===== src/rtl/pipe_control_pkg.sv =====
// pipe_control_pkg: opcodes, ALU-op codes and per-stage control bundle types
package pipe_control_pkg;

   localparam logic [5:0] OP_RTYPE = 6'b000000;
   localparam logic [5:0] OP_LW    = 6'b100011;
   localparam logic [5:0] OP_SW    = 6'b101011;
   localparam logic [5:0] OP_BEQ   = 6'b000100;
   localparam logic [5:0] OP_ADDI  = 6'b001000;
   localparam logic [5:0] OP_J     = 6'b000010;

   localparam int ALU_W = 2;
   localparam logic [ALU_W-1:0] ALU_ADD   = 2'b00;
   localparam logic [ALU_W-1:0] ALU_SUB   = 2'b01;
   localparam logic [ALU_W-1:0] ALU_FUNCT = 2'b10;

   typedef struct packed {
      logic             regdst;
      logic             alusrc;
      logic [ALU_W-1:0] aluop;
   } ex_ctrl_t;

   typedef struct packed {
      logic branch;
      logic memread;
      logic memwrite;
   } mem_ctrl_t;

   typedef struct packed {
      logic memtoreg;
      logic regwrite;
   } wb_ctrl_t;

   typedef struct packed {
      ex_ctrl_t  ex;
      mem_ctrl_t mem;
      wb_ctrl_t  wb;
      logic      illegal;
   } id_bundle_t;

endpackage


===== src/rtl/control_decode.sv =====
// control_decode: combinational opcode to control-bundle decode
module control_decode
   import pipe_control_pkg::*;
#(
   parameter int OPCODE_W = 6,
   parameter bit EN_JUMP  = 1'b1
) (
   input  logic [OPCODE_W-1:0] instru,
   input  logic                valid,
   output id_bundle_t          bundle,
   output logic                jump
);

   // decode a valid opcode; anything unlisted raises the illegal bit
   always_comb begin
      bundle = '0;
      jump   = 1'b0;
      if (valid) begin
         case (instru)
            OPCODE_W'(OP_RTYPE): begin
               bundle.ex.regdst   = 1'b1;
               bundle.ex.aluop    = ALU_FUNCT;
               bundle.wb.regwrite = 1'b1;
            end
            OPCODE_W'(OP_LW): begin
               bundle.ex.alusrc   = 1'b1;
               bundle.ex.aluop    = ALU_ADD;
               bundle.mem.memread = 1'b1;
               bundle.wb.memtoreg = 1'b1;
               bundle.wb.regwrite = 1'b1;
            end
            OPCODE_W'(OP_SW): begin
               bundle.ex.alusrc    = 1'b1;
               bundle.ex.aluop     = ALU_ADD;
               bundle.mem.memwrite = 1'b1;
            end
            OPCODE_W'(OP_BEQ): begin
               bundle.ex.aluop   = ALU_SUB;
               bundle.mem.branch = 1'b1;
            end
            OPCODE_W'(OP_ADDI): begin
               bundle.ex.alusrc   = 1'b1;
               bundle.ex.aluop    = ALU_ADD;
               bundle.wb.regwrite = 1'b1;
            end
            OPCODE_W'(OP_J): begin
               jump           = EN_JUMP;
               bundle.illegal = !EN_JUMP;
            end
            default: bundle.illegal = 1'b1;
         endcase
      end
   end

endmodule


===== src/rtl/pipe_control.sv =====
// pipe_control: pipelined control with load-use stall and branch flush
module pipe_control
   import pipe_control_pkg::*;
#(
   parameter int OPCODE_W = 6,
   parameter int REG_W    = 5,
   parameter int ALUOP_W  = 2,
   parameter bit EN_JUMP  = 1'b1
) (
   input  logic                i_clk,
   input  logic                i_rst_n,
   input  logic [OPCODE_W-1:0] i_con_instru,
   input  logic                i_con_valid,
   input  logic [REG_W-1:0]    i_con_rs,
   input  logic [REG_W-1:0]    i_con_rt,
   input  logic                i_con_flush,
   output logic                o_con_stall,
   output logic                o_con_jump,
   output logic                o_con_regdst,
   output logic                o_con_alusrc,
   output logic [ALUOP_W-1:0]  o_con_aluop,
   output logic [REG_W-1:0]    o_con_ex_rt,
   output logic                o_con_illegal,
   output logic                o_con_branch,
   output logic                o_con_memread,
   output logic                o_con_memwrite,
   output logic                o_con_memtoreg,
   output logic                o_con_regwrite
);

   id_bundle_t       dec;
   logic             dec_jump;
   id_bundle_t       id_ex;
   logic [REG_W-1:0] ex_rt;
   mem_ctrl_t        ex_mem_m;
   wb_ctrl_t         ex_mem_w;
   wb_ctrl_t         mem_wb;

   control_decode #(.OPCODE_W(OPCODE_W), .EN_JUMP(EN_JUMP)) u_dec (
      .instru (i_con_instru),
      .valid  (i_con_valid),
      .bundle (dec),
      .jump   (dec_jump)
   );

   // load in EX whose rt feeds the ID instruction; r0 never creates a hazard
   always_comb begin
      o_con_stall = i_con_valid & id_ex.mem.memread & ((ex_rt == i_con_rs) | (ex_rt == i_con_rt)) & (ex_rt != '0);
      o_con_jump  = dec_jump & ~o_con_stall;
   end

   // ID/EX: bubble on flush or stall, otherwise take the fresh decode
   always_ff @(posedge i_clk or negedge i_rst_n) begin
      if (!i_rst_n) begin
         id_ex <= '0;
         ex_rt <= '0;
      end else begin
         id_ex <= (i_con_flush | o_con_stall) ? '0 : dec;
         ex_rt <= (i_con_flush | o_con_stall) ? '0 : i_con_rt;
      end
   end

   // EX/MEM: squashed by a flush, unaffected by a stall
   always_ff @(posedge i_clk or negedge i_rst_n) begin
      if (!i_rst_n) begin
         ex_mem_m <= '0;
         ex_mem_w <= '0;
      end else begin
         ex_mem_m <= i_con_flush ? '0 : id_ex.mem;
         ex_mem_w <= i_con_flush ? '0 : id_ex.wb;
      end
   end

   // MEM/WB: always advances so the resolving branch commits
   always_ff @(posedge i_clk or negedge i_rst_n) begin
      if (!i_rst_n) mem_wb <= '0;
      else          mem_wb <= ex_mem_w;
   end

   assign o_con_regdst   = id_ex.ex.regdst;
   assign o_con_alusrc   = id_ex.ex.alusrc;
   assign o_con_aluop    = ALUOP_W'(id_ex.ex.aluop);
   assign o_con_ex_rt    = ex_rt;
   assign o_con_illegal  = id_ex.illegal;
   assign o_con_branch   = ex_mem_m.branch;
   assign o_con_memread  = ex_mem_m.memread;
   assign o_con_memwrite = ex_mem_m.memwrite;
   assign o_con_memtoreg = mem_wb.memtoreg;
   assign o_con_regwrite = mem_wb.regwrite;

endmodule


===== config.mk =====
export PLATFORM = sky130hd
export DESIGN_NAME = pipe_control
export DESIGN_NICKNAME = d
export VERILOG_FILES = /design/src/rtl/pipe_control_pkg.sv /design/src/rtl/control_decode.sv /design/src/rtl/pipe_control.sv
export SDC_FILE = /design/constraint.sdc
export NUM_CORES = 1
export LEC_CHECK = 0
export BUFFER_PORTS_ARGS = -buffer_cell sky130_fd_sc_hd__buf_4
export CORE_ASPECT_RATIO = 1.1
export CORE_MARGIN = 5
export CORE_UTILIZATION = 45
export DETAILED_ROUTE_END_ITERATION = 8
export MAX_ROUTING_LAYER = met4
export PLACE_DENSITY = 0.84
export SYNTH_ARGS = -nofsm -noshare
export SYNTH_HDL_FRONTEND = slang
export SYNTH_SLANG_ARGS = --single-unit

===== constraint.sdc =====
create_clock -name i_clk -period 3.8 [get_ports i_clk]
set_input_delay 0.19 -clock i_clk [delete_from_list [all_inputs] [get_ports i_clk]]
set_output_delay 0.19 -clock i_clk [all_outputs]
set_load 0.02 [all_outputs]

==> results.toml <==
[sta]
max_slew.worst_pin.slew_ns = 0.728
rsz0062_at_grt = "no"
relSlewSlack_pct = 51.5
fin_crit_sh_pct = 57.6
hold_viol = 0
skew_ns = 0.00414
max_freq_mhz = 457
slew_violations = 0
setup_viol = 0
setup_tns_ns = 0
min_period_ns = 2.19

[die]
ios = 37
die_w_microns = 53.3
die_area_sq_mm = 0.00308
start_util_pct = 46.5
coreArea_sq_mm = 0.00200
rows = 17
die_y_microns = 57.7

[global_route]
track_usage_pct = 14.9
grt_pass1_vias = 718
antenna_found_initial = 0
overflow = 0
grt_pass1_wl_mm = 3.24
grt_max_degree = 20

[layout]
syn2layout_area_growth_pct = 33.8
nNetsFinal = 139
final.fill_count = 179
multi_input_area_sq_um = 419
diodes = 0
ff_latch_area_sq_um = 475
fin_cells = 146
drive_above_1_share_pct = 37.3
utilization_pct = 62.2

[route]
vias = 762
wl_per_cell_microns = 13.8
via_per_inst = 5.22
drtIter0Drc = 20
drcViolationCount = 0
dr.pass1.iters = 4
wirelength_mm = 2.01
ant_nets = 0

[clock_tree]
cts_buffer_depth = 2
cts_tree = "yes"
numCtsBuffers = 3
cts_resized = 0
cts_root_buf = "clkbuf_4"
htree_levels = 1
worstSkewPairLatency_ns = 0.30
clk_pin_slew_worst_paths_ns = 0.11
clock_sinks = 19

[yosys]
yosysUniqueCellTypes = 25
ys_ff_latch = 19
netlist_area_sq_um = 930
seq_area_frac_synth_pct = 51.1
synthArstFlopShare_pct = 100
synth_edf_count = 0
syn_inst = 81
yosysWarnings = 0
syn_area_per_cell_sq_um = 11.5
synth_nets = 101
ys.flop_type = "dfrtp_1"

[min_path]
whs_path_depth = 2
hold_class = "input port to flop"

[critical_path]
cpPeakStageDelay_ns = 0.62
cp_top_family = "compound AO/OA/AOI/OAI gates"
cp.arrival_ns = 2.00
cp_num_cells = 5
slowest_stage = "o22ai_2"
worstSetupEndpointType = "primary output"
cp.required_ns = 3.61
startpoint_type = "flop"
path_class = "flop to primary output"
path_buf_inv = 1
worstPathMaxFanout = 15
path_cells = "xnor2_1 -> nand3_1 -> o22ai_2 -> and2_1 -> buf_4"
reg2regPathDepth = 4
r2r_slack_ns = 2.07

[place]
io_buffer_count = 36
placed_cells = 141
hpwl_mm = 1.54
gp_congestion = 0.862

[pwr]
ir_drop_mv = 0.215
pwr_density_cell_mw_per_mm2 = 306
leakage_nw = 0.566

[flow_run]
cap_violations = 0

[run_status]
status = "completed"
logic make-up (layout without fill, tap and decap cells):
| kind of cell | after synthesis | after routing | synth area share [%] |
|---|---|---|---|
| and+or+nand+nor | 28 | 28 | 16.0 |
| buffers and inverters | 5 | 42 | 3.77 |
| xor gates and xnor gates | 10 | 10 | 9.42 |
| DFF | 19 | 19 | 51.1 |
| AOI/OAI and AO/OA | 18 | 18 | 18.6 |
| adders and majority gates | 1 | 1 | 1.08 |
final cells by class:
class / instances / area share [%]
tap: 28 / 2.82
multi-input combinational: 57 / 33.7
sequential: 19 / 38.2
clock buffer: 3 / 1.81
clock inverter: 1 / 0.604
inverter: 1 / 0.302
timing repair buffer: 37 / 22.5
report_power, final:
part / switching, mW / total, mW / internal [mW]
logic: 0.0343 / 0.0668 / 0.0325
clock network: 0.0631 / 0.103 / 0.0401
registers: 0.00438 / 0.210 / 0.206
total: 0.102 / 0.380 / 0.278
path summary, 6_finish.rpt:
path	end	start
max	o_con_stall	o_con_ex_rt[0]$_DFF_PN0_
max reg2reg	o_con_alusrc$_DFF_PN0_	o_con_ex_rt[0]$_DFF_PN0_
max in group asynchronous	o_con_aluop[0]$_DFF_PN0_	i_rst_n
min	o_con_aluop[1]$_DFF_PN0_	i_con_instru[2]
min in group asynchronous	o_con_ex_rt[2]$_DFF_PN0_	i_rst_n
min reg2reg	o_con_regwrite$_DFF_PN0_	ex_mem_w[0]$_DFF_PN0_
cell usage in the layout (no fill, tap or decap), drive strengths merged:
master       instances
a2111oi              2
a211oi               2
a21oi                9
a221oi               1
and2                 1
buf                 36
clkbuf               3
clkinvlp             1
dfrtp               19
dlygate4sd3          1
inv                  1
maj3                 1
nand2                4
nand2b               5
nand3                4
nand4                2
nor2                 4
nor2b                5
nor3                 1
nor4                 1
o21ai                1
o22ai                1
o311a                1
o32a                 1
or3                  1
xnor2               10
per-stage QoR:
step	total power, mW	area (sq um)	setup WS (ns)	hold WS (ns)
2_1_floorplan	0.245	930	1.86	-0.106
3_3_place_gp	0.278	1200	1.99	0.0697
3_5_place_dp	0.280	1200	1.95	0.0740
4_1_cts	0.385	1240	1.60	0.0730
5_1_grt	0.405	1240	1.48	0.0558
6_report	0.380	1240	1.61	0.0876
state kept, by name, summed over array words and instances (netlist names):
register        flops
ex_mem_w            1
id_ex               4
o_con_aluop         2
o_con_alusrc        1
o_con_branch        1
o_con_ex_rt         5
o_con_illegal       1
o_con_memread       1
o_con_memtoreg      1
o_con_memwrite      1
o_con_regwrite      1
metal layers:
layer / track usage, % / routed length [microns] / up-vias
li1: - / - / 364
met1: 17.1 / 777 / 357
met2: 24.3 / 1060 / 35
met3: 2.06 / 116 / 6
met4: 8.76 / 54 / 0
met5: - / 0 / -
worst register-to-register path, stage by stage, from the launching register on:
cell and delay, ns:
dfrtp_1 0.45, xnor2_1 0.17, nand3_1 0.10, o22ai_2 0.62, a221oi_1 0.23
Yosys cell counts (2+ instances only):
cell       instances  share of area [%]
a21oi_1            9                4.8
nor2b_1            5                3.4
nand3_1            4                2.2
xnor2_1           10                9.4
a2111oi_4          2                5.9
dfrtp_1           19                 51
buf_4              2                1.6
nand4_1            2                1.3
nand2b_1           5                3.4
nor2_1             4                1.6
a211oi_1           2                1.6
nand2_1            4                1.6
timing repair:
action                                 in CTS  in global routing
setup endpoints to repair                   0                  0
buffers inserted                            0                  0
hold buffers                                1                  0
endpoints found under the hold margin      19                  0
Power figures use the tool's default switching activity.
